File: src/rtl/synth_pkg.sv
// Shared types and sizes for the voice allocator.
// Contents: voice geometry, allocator FSM states, voice and latched-event records.
package synth_pkg;

  localparam int unsigned NUM_VOICES = 4;
  localparam int unsigned NOTE_W     = 7;
  localparam int unsigned VEL_W      = 7;
  localparam int unsigned AGE_W      = 8;
  localparam int unsigned IDX_W      = 2;
  localparam int unsigned STEAL_W    = 8;

  typedef enum logic {
    IDLE  = 1'b0,
    ALLOC = 1'b1
  } alloc_state_t;

  typedef struct packed {
    logic              active;
    logic [NOTE_W-1:0] note;
    logic [VEL_W-1:0]  vel;
    logic [AGE_W-1:0]  age;
  } voice_t;

  // Note event captured at the handshake, consumed in ALLOC.
  typedef struct packed {
    logic              on;
    logic [NOTE_W-1:0] note;
    logic [VEL_W-1:0]  vel;
  } note_ev_t;

endpackage

File: src/rtl/voice_select.sv
// Combinational priority finder over the voice slots.
// Ports:
//   active     - per-voice gate
//   notes      - per-voice note number
//   ages       - per-voice age
//   ev_note    - note being looked up
//   match_hit/match_idx - lowest active voice playing ev_note
//   free_hit/free_idx   - lowest inactive voice
//   oldest_idx          - voice with maximum age, ties to lowest index
module voice_select
  import synth_pkg::*;
(
  input  logic [NUM_VOICES-1:0]             active,
  input  logic [NUM_VOICES-1:0][NOTE_W-1:0] notes,
  input  logic [NUM_VOICES-1:0][AGE_W-1:0]  ages,
  input  logic [NOTE_W-1:0]                 ev_note,
  output logic                              match_hit,
  output logic [IDX_W-1:0]                  match_idx,
  output logic                              free_hit,
  output logic [IDX_W-1:0]                  free_idx,
  output logic [IDX_W-1:0]                  oldest_idx
);

  logic [AGE_W-1:0] best_age;

  // Descending scan so the lowest index wins for match/free.
  always_comb begin
    match_hit = 1'b0;
    match_idx = '0;
    free_hit  = 1'b0;
    free_idx  = '0;
    for (int i = NUM_VOICES - 1; i >= 0; i--) begin
      if (active[i] && (notes[i] == ev_note)) begin
        match_hit = 1'b1;
        match_idx = IDX_W'(i);
      end
      if (!active[i]) begin
        free_hit = 1'b1;
        free_idx = IDX_W'(i);
      end
    end
  end

  // Ascending scan with strict compare keeps the lowest index on ties.
  always_comb begin
    best_age   = ages[0];
    oldest_idx = '0;
    for (int i = 1; i < NUM_VOICES; i++) begin
      if (ages[i] > best_age) begin
        best_age   = ages[i];
        oldest_idx = IDX_W'(i);
      end
    end
  end

endmodule

File: src/rtl/voice_allocator.sv
// Assigns MIDI note events to the synthesis voices: retrigger on same note,
// else lowest free voice, else steal the oldest.
// Ports:
//   clk, reset_n         - clock, async active-low reset
//   ev_valid/ev_ready    - event handshake from the MIDI decoder (ev_ready combinational)
//   ev_on/ev_note/ev_vel - event payload
//   all_notes_off        - level; releases every active voice while idle
//   voice_active         - per-voice gate
//   voice_note/voice_vel - packed per-voice note and velocity
//   voice_trig/voice_rel - one-cycle start / release pulses
//   steal_count          - wrapping count of voice steals
module voice_allocator
  import synth_pkg::*;
(
  input  logic                         clk,
  input  logic                         reset_n,
  input  logic                         ev_valid,
  output logic                         ev_ready,
  input  logic                         ev_on,
  input  logic [NOTE_W-1:0]            ev_note,
  input  logic [VEL_W-1:0]             ev_vel,
  input  logic                         all_notes_off,
  output logic [NUM_VOICES-1:0]        voice_active,
  output logic [NUM_VOICES*NOTE_W-1:0] voice_note,
  output logic [NUM_VOICES*VEL_W-1:0]  voice_vel,
  output logic [NUM_VOICES-1:0]        voice_trig,
  output logic [NUM_VOICES-1:0]        voice_rel,
  output logic [STEAL_W-1:0]           steal_count
);

  alloc_state_t                state, state_next;
  voice_t [NUM_VOICES-1:0]     voices, voices_next;
  note_ev_t                    ev_q, ev_next;
  logic [NUM_VOICES-1:0]       trig_q, trig_next;
  logic [NUM_VOICES-1:0]       rel_q, rel_next;
  logic [STEAL_W-1:0]          steal_q, steal_next;

  logic [NUM_VOICES-1:0]             sel_active;
  logic [NUM_VOICES-1:0][NOTE_W-1:0] sel_notes;
  logic [NUM_VOICES-1:0][AGE_W-1:0]  sel_ages;
  logic                              match_hit, free_hit;
  logic [IDX_W-1:0]                  match_idx, free_idx, oldest_idx;
  logic [IDX_W-1:0]                  tgt;

  // Output and selector views of the voice registers.
  for (genvar g = 0; g < NUM_VOICES; g++) begin : g_view
    assign sel_active[g]                      = voices[g].active;
    assign sel_notes[g]                       = voices[g].note;
    assign sel_ages[g]                        = voices[g].age;
    assign voice_active[g]                    = voices[g].active;
    assign voice_note[g*NOTE_W +: NOTE_W]     = voices[g].note;
    assign voice_vel[g*VEL_W +: VEL_W]        = voices[g].vel;
  end

  assign voice_trig  = trig_q;
  assign voice_rel   = rel_q;
  assign steal_count = steal_q;
  assign ev_ready    = (state == IDLE) && !all_notes_off;

  voice_select u_select (
    .active     (sel_active),
    .notes      (sel_notes),
    .ages       (sel_ages),
    .ev_note    (ev_q.note),
    .match_hit  (match_hit),
    .match_idx  (match_idx),
    .free_hit   (free_hit),
    .free_idx   (free_idx),
    .oldest_idx (oldest_idx)
  );

  // State and voice register file.
  always_ff @(posedge clk or negedge reset_n) begin
    if (!reset_n) begin
      state   <= IDLE;
      voices  <= '0;
      ev_q    <= '0;
      trig_q  <= '0;
      rel_q   <= '0;
      steal_q <= '0;
    end else begin
      state   <= state_next;
      voices  <= voices_next;
      ev_q    <= ev_next;
      trig_q  <= trig_next;
      rel_q   <= rel_next;
      steal_q <= steal_next;
    end
  end

  // Next-state, voice update and pulse generation.
  always_comb begin
    state_next  = state;
    voices_next = voices;
    ev_next     = ev_q;
    trig_next   = '0;
    rel_next    = '0;
    steal_next  = steal_q;
    tgt         = '0;

    case (state)
      IDLE: begin
        if (all_notes_off) begin
          for (int i = 0; i < NUM_VOICES; i++) begin
            if (voices[i].active) begin
              voices_next[i].active = 1'b0;
              voices_next[i].age    = '0;
              rel_next[i]           = 1'b1;
            end
          end
        end else if (ev_valid) begin
          ev_next.on   = ev_on;
          ev_next.note = ev_note;
          ev_next.vel  = ev_vel;
          state_next   = ALLOC;
        end
      end

      ALLOC: begin
        state_next = IDLE;
        // Zero velocity note-on is a note-off.
        if (ev_q.on && (ev_q.vel != '0)) begin
          if (match_hit) begin
            tgt = match_idx;
          end else if (free_hit) begin
            tgt = free_idx;
          end else begin
            tgt        = oldest_idx;
            steal_next = steal_q + STEAL_W'(1);
          end
          for (int i = 0; i < NUM_VOICES; i++) begin
            if (IDX_W'(i) == tgt) begin
              voices_next[i].active = 1'b1;
              voices_next[i].note   = ev_q.note;
              voices_next[i].vel    = ev_q.vel;
              voices_next[i].age    = '0;
              trig_next[i]          = 1'b1;
            end else if (voices[i].active && (voices[i].age != {AGE_W{1'b1}})) begin
              voices_next[i].age = voices[i].age + AGE_W'(1);
            end
          end
        end else begin
          // Note and velocity stay put for the envelope release tail.
          for (int i = 0; i < NUM_VOICES; i++) begin
            if (voices[i].active && (voices[i].note == ev_q.note)) begin
              voices_next[i].active = 1'b0;
              voices_next[i].age    = '0;
              rel_next[i]           = 1'b1;
            end
          end
        end
      end

      default: state_next = IDLE;
    endcase
  end

endmodule

File: config.mk
export PLATFORM = sky130hd
export DESIGN_NAME = voice_allocator
export DESIGN_NICKNAME = d
export VERILOG_FILES = /design/src/rtl/synth_pkg.sv /design/src/rtl/voice_select.sv /design/src/rtl/voice_allocator.sv
export SDC_FILE = /design/constraint.sdc
export NUM_CORES = 1
export LEC_CHECK = 0
export CORE_MARGIN = 1
export CORE_UTILIZATION = 40
export DETAILED_ROUTE_END_ITERATION = 10
export SYNTH_ARGS = -nofsm -noshare
export SYNTH_HDL_FRONTEND = slang
export SYNTH_HIERARCHICAL = 1
export SYNTH_SLANG_ARGS = --single-unit
File: constraint.sdc
create_clock -name clk -period 6.3 [get_ports clk]
set_clock_uncertainty 0.05 [all_clocks]
set_input_delay 0.63 -clock clk [delete_from_list [all_inputs] [get_ports clk]]
set_output_delay 0.63 -clock clk [all_outputs]
set_load 0.02 [all_outputs]
; ---- After elaboration in Yosys (flattened, before gate mapping)
; Cells that the tools add are included.
[word_totals]
ff_bits = 124
wordCells = 173
in_bits = 19
out_inout_bits = 77
[classes]
n_eq_ne = 28
bitwise = 4
n_lt_le_gt_ge = 3
addsub = 5
mux = 83
n_reduce_logical = 27
[ops]
columns = cell, n
row1 = two-way mux 8 bit, 20
row2 = two-way mux 15 bit, 4
row3 = two-way mux 9 bit, 6
row4 = one-hot mux 9 bit (2 select lines), 3
row5 = "adder 8 x 1 -> 8 bit, second input constant", 5
row6 = "inequality test 8 bit, second input constant", 4
row7 = == test 7 bit, 4
row8 = two-way mux 1 bit, 28
row9 = two-way mux 2 bit, 14
row10 = AND reduction 3 bit, 9
row11 = > comparator 8 bit, 3
row12 = AND reduction 4 bit, 5
row13 = two-way mux 4 bit, 4
row14 = "inequality test 4 x 2 -> 1 bit, second input constant", 4
row15 = one-hot mux 8 bit (2 select lines), 1
row16 = "inequality test 3 x 1 -> 1 bit, second input constant", 4
row17 = "inequality test 3 x 2 -> 1 bit, second input constant", 4
row18 = logical AND 1 bit, 10
row19 = "inequality test 2 bit, second input constant", 5
row20 = one-hot mux 4 bit (2 select lines), 1
row21 = nonzero test 7 bit, 1
row22 = "== test 2 bit, first input constant", 2
row23 = inverter 1 bit, 4
row24 = one-hot mux 1 bit (2 select lines), 2
row25 = 3 further kinds, 3

; ---- Longest topological paths before layout
[logic_depth]
ltp_word = 14
depth_mapped = 28
mapped_depth_nobuf = 24

; ---- Hierarchy
; Netlist, hierarchy kept.
[modules_own_cells]
columns = module, seq_area_each_um2, cells_per_inst, instances, area_each_um2
row1 = voice_allocator, 3103.0, 486, 1, 5776.8
row2 = voice_select, 0.0, 181, 1, 1357.6

; ---- Worst setup path before layout
; No wires, ideal clock.
[synth_timing]
kind = flip-flop to flip-flop
from = register voices (netlist bit sel_ages[15])
to = register voices (netlist bit voice_note[10])
n_path_buf = 4
path_stages_with_launch = 26
setup_time_ns = 0.125
setup_slack_ns = 0.617
arrival_time_ns = 5.508
cell_sequence = dfrtp_1 ha_1 nand2_2 or3_1 buf_6 and2_4 buf_8 nor3_4 a21oi_1 ha_1 and3_1 a221o_1 a22oi_4 buf_4 o22ai_1 ha_1 a21o_1 a2bb2oi_1 a21oi_1 o31ai_1 nand2_1 mux2i_1 o21ai_1 nor3_2 buf_2 mux2_2
[synth_between]
elab_chain_cells = 12
word_cells_on_any_way = 14
cone_classes = order compare: 3 / eq/ne: 1 / mux: 9 / reduce/logical: 1
[synth_lines]
columns = element, line_no
row1 = start: declaration, voice_allocator.sv:32  ; voice_t [NUM_VOICES-1:0] voices, voices_next;
row2 = start signal: assignment, voice_allocator.sv:83  ; voices <= voices_next;
row3 = > comparator 8 bit, voice_select.sv:49  ; if (ages[i] > best_age) begin
row4 = two-way mux 8 bit *, voice_select.sv:49
row5 = > comparator 8 bit, voice_select.sv:49
row6 = two-way mux 8 bit, voice_select.sv:49
row7 = > comparator 8 bit, voice_select.sv:49
row8 = two-way mux 2 bit *, voice_select.sv:49
row9 = named net oldest_idx[1], voice_allocator.sv:42  ; logic [IDX_W-1:0] match_idx, free_idx, oldest_idx;
row10 = two-way mux 2 bit *, voice_allocator.sv:125  ; end else if (free_hit) begin
row11 = two-way mux 2 bit *, voice_allocator.sv:123  ; if (match_hit) begin
row12 = two-way mux 2 bit *, voice_allocator.sv:122  ; if (ev_q.on && (ev_q.vel != '0)) begin
row13 = two-way mux 2 bit *, voice_allocator.sv:101  ; case (state)
row14 = == test 1 x 2 -> 1 bit *, voice_allocator.sv:132  ; if (IDX_W'(i) == tgt) begin
row15 = AND reduction 3 bit (no line) *, --
; The timed path passes the listed nets; every way through them passes the cells marked *. The select of a mux whose other input is x is not followed.
; A chain may end at the register's enable or synchronous reset.

; ---- Worst setup path after layout
[layout_timing]
from = register voices (netlist bit sel_ages[3])
to = register voices (netlist bit sel_ages[15])
[layout_between]
elab_chain_cells = 14
word_cells_on_any_way = 18
cone_classes = order compare: 3 / eq/ne: 2 / mux: 12 / reduce/logical: 1
[layout_lines]
columns = element, line_no
row1 = > comparator 8 bit, voice_select.sv:49
row2 = two-way mux 8 bit, voice_select.sv:49
row3 = > comparator 8 bit, voice_select.sv:49
row4 = two-way mux 8 bit, voice_select.sv:49
row5 = > comparator 8 bit, voice_select.sv:49
row6 = two-way mux 2 bit *, voice_select.sv:49
row7 = named net oldest_idx[0], voice_allocator.sv:42
row8 = two-way mux 2 bit *, voice_allocator.sv:125
row9 = two-way mux 2 bit *, voice_allocator.sv:123
row10 = two-way mux 2 bit *, voice_allocator.sv:122
row11 = two-way mux 2 bit *, voice_allocator.sv:101
row12 = == test 1 x 2 -> 1 bit *, voice_allocator.sv:132
row13 = two-way mux 8 bit, voice_allocator.sv:132
row14 = two-way mux 9 bit, voice_allocator.sv:122
row15 = one-hot mux 9 bit (2 select lines), voice_allocator.sv:101
; Marks and branches as above.

==> results.yml <==
status:
  outcome: "finished, final reports clean"
synth:
  synth_common_cells: "124 x dfrtp_1, 71 x mux2_2, 46 x nand2_1, 38 x xnor2_1, 34 x inv_1"
  synth_nets: 715
  yosysTopAreaCell: "dfrtp_1"
  async_flop_share: 1.00
  yosysSeqAreaShare: 0.435
  yosys_warnings: 6
  synth_top_area_frac: 0.435
  ys.flop_type: "dfrtp_1"
  syn_inst: 667
  synthTopCellsByArea: "dfrtp_1 43%, mux2_2 11%, ha_1 5.1%, xnor2_1 4.7%, xor2_1 3.1%"
  synth-edff-count: 0
  synth_most_common_cell: "dfrtp_1"
  syn_avg_cell_area_um2: 10.7
  synth-seq-cells: 124
  synth.distinct_cells: 66
  syn_area_um2: 7130
grt:
  gr-total-overflow: 0
  antenna_found_initial: 0
  grt_usage: 0.220
  grt_max_degree: 87
  grt_pass1_vias: 5634
  grt_pass1_wl_um: 30800
sta:
  setup_viol: 0
  period_needed_ps: 5960
  setup_tns_ps: 0
  min_period_over_period: 0.946
  maxSlewHeadroom: 0.268
  worstMarginPinSlew_ps: 1100
  rsz0062_at_grt: "no"
  finalHoldViolations: 0
  drv_slew: 0
  clock.fmax_ghz: 0.168
power:
  leakage_nw: 3.80
  total_power_w: 0.00375
  ir_drop_uv: 262
  power.density_nw_per_um2: 414
setup_path:
  r2r_end: "sel_ages[15]"
  crit_fanout: 9
  cp-end-kind: "flop"
  crit_top_cell: "ha_1"
  crit_chain: "inv_1 -> ha_1 -> nand4_1 -> or3_4 -> and2_4 -> nor3_4 -> a21oi_1 -> ha_1 -> and3_1 -> a221o_1 -> a22oi_4 -> o211ai_1 -> o22ai_1 -> ha_1 -> a21o_1 -> a2bb2oi_1 -> a21oi_1 -> o31ai_1 -> nand2_1 -> mux2i_4 -> o21ai_4 -> a21o_1 -> or4b_2 -> o211ai_1"
  path_buf_inv: 1
  crit_required_ps: 6580
  cp-start-kind: "flop"
  r2r-start: "sel_ages[3]"
  cp_slowest_cell: "or4b_2"
  r2r_cells: 24
  worst-setup-path-type: "reg -> reg"
  slowest_delay_ps: 640
  r2r_setup_slack_ps: 340
  crit_family: "compound AO/OA/AOI/OAI gates"
  crit_arrival_ps: 6240
clock_tree:
  cts_buffers: 17
  insertion_delay_ps: 420
  ctsHoldBuffers: 0
  cts.sinks: 124
  path_clk_slew_ps: 60
  htreeDepth: 4
  clock-root-buffer: "clkbuf_16"
  cts_tree: "built"
  clk_path_buf_depth: 2
placed_design:
  place.detailed.hpwl_um: 13400
  port_buffers: 95
  gp_congestion: 0.858
drt:
  via_count: 5538
  wirelength_um: 18900
  drt_drc_violations_left: 0
  dr.pass1.iters: 4
  post_drt_wl_per_cell_um: 18.6
  drt.antenna.violating_nets: 0
  drtIter0Drc: 307
  drt-vias-per-instance: 5.47
cells_and_area:
  diodes: 0
  syn_to_final_growth_pct: 27.0
  drive_gt1_frac: 0.202
  nNetsFinal: 824
floorplanning:
  die_w_um: 136
  pin_count: 96
  rows: 48
  die_h_um: 136
  start_util: 0.411
  die_area_um2: 18400
  coreArea_um2: 17400
job:
  maxCapViolCount: 0
min_path:
  hold_path.class: "in -> async"
==> report_power, final <==
| group | internal, W | leakage (nW) | switching (W) | total, W |
|---|---|---|---|---|
| registers | 0.000933 | 1.65 | 0.000196 | 0.00113 |
| logic | 0.000744 | 1.87 | 0.000892 | 0.00164 |
| clock network | 0.000589 | 0.280 | 0.000397 | 0.000986 |
==> per-stage QoR <==
step / std cells / utilization / worst slack, ps / hold WS (ps) / cell area (um^2)
final: 1013 / 0.522 / 341 / 129 / 9060
after global routing: 1013 / 0.522 / 31.1 / 164 / 9060
after CTS: 1011 / 0.518 / 58.9 / 148 / 8990
after detailed placement: 980 / 0.484 / 98.3 / 419 / 8400
after global placement: 980 / 0.484 / 237 / 415 / 8400
after floorplan: 667 / - / 617 / 284 / 7130
==> kinds of logic (layout without fill, tap and decap cells) <==
| family | Yosys count | in the layout | synth area share |
|---|---|---|---|
| XOR/XNOR | 63 | 63 | 0.0773 |
| adder cells (fa/ha/maj) | 29 | 29 | 0.0509 |
| AND/OR/NAND/NOR | 179 | 179 | 0.142 |
| AO/OA/AOI/OAI | 132 | 132 | 0.133 |
| multiplexers | 78 | 78 | 0.123 |
| flip-flops | 124 | 124 | 0.435 |
| buffers and inverters | 62 | 183 | 0.0388 |
==> placed cells by master, fill, tap and decap left out, drive strengths merged, types with 6 or more instances in the layout <==
master | netlist | routed
buf | 15 | 24
o22ai | 9 | 9
a21o | 9 | 9
clkdlybuf4s50 | 0 | 94
nor3 | 13 | 13
and3 | 8 | 8
o21ai | 16 | 16
mux2 | 72 | 72
o211ai | 17 | 17
dfrtp | 124 | 124
nand3 | 32 | 32
nand2 | 47 | 47
nand4 | 18 | 18
inv | 34 | 39
mux2i | 6 | 6
xor2 | 25 | 25
ha | 29 | 29
o221ai | 6 | 6
a21oi | 34 | 34
or3 | 7 | 7
clkbuf | 13 | 17
nand2b | 7 | 7
xnor2 | 38 | 38
a31oi | 13 | 13
nor2 | 20 | 20
==> sequential cells by signal, indices dropped and copies added, names as in the netlist <==
name	flops
ev_q	15
sel_ages	32
state	1
steal_count	8
voice_active	4
voice_note	28
voice_rel	4
voice_trig	4
voice_vel	28
==> routing by layer <==
layer | part of all wire | track usage | vias up | wire length, um
met5 | 0 | 0 | - | 0
met4 | 0.017 | 0.0811 | 0 | 325
met3 | 0.058 | 0.0576 | 27 | 1100
met2 | 0.46 | 0.339 | 127 | 8710
met1 | 0.46 | 0.295 | 2727 | 8750
li1 | - | - | 2657 | -
==> worst max path at each step <==
stage	start	to	slack, ps	depth (start not counted)
6_report	sel_ages[3]	sel_ages[15]	340	24
5_1_grt	sel_ages[3]	sel_ages[15]	30	24
4_1_cts	sel_ages[3]	sel_ages[15]	60	24
3_5_place_dp	sel_ages[3]	sel_ages[15]	100	24
3_3_place_gp	sel_ages[5]	sel_ages[15]	240	24
2_1_floorplan	sel_ages[15]	voice_note[10]	620	25
==> layout make-up <==
type | count | area (um^2)
Clock inverter | 14 | 163
Tap cell | 225 | 282
Multi-Input combinational cell | 481 | 3800
Timing Repair Buffer | 118 | 1160
Sequential cell | 124 | 3100
Fill cell | 1534 | 8290
Clock buffer | 17 | 425
Inverter | 34 | 128
==> repair_timing <==
item | 4_1_cts | 5_1_grt
gates resized for setup | 0 | 10
buffers inserted | 0 | 2
endpoints found under the setup margin | 0 | 83
(Power assumes the default switching activity.)
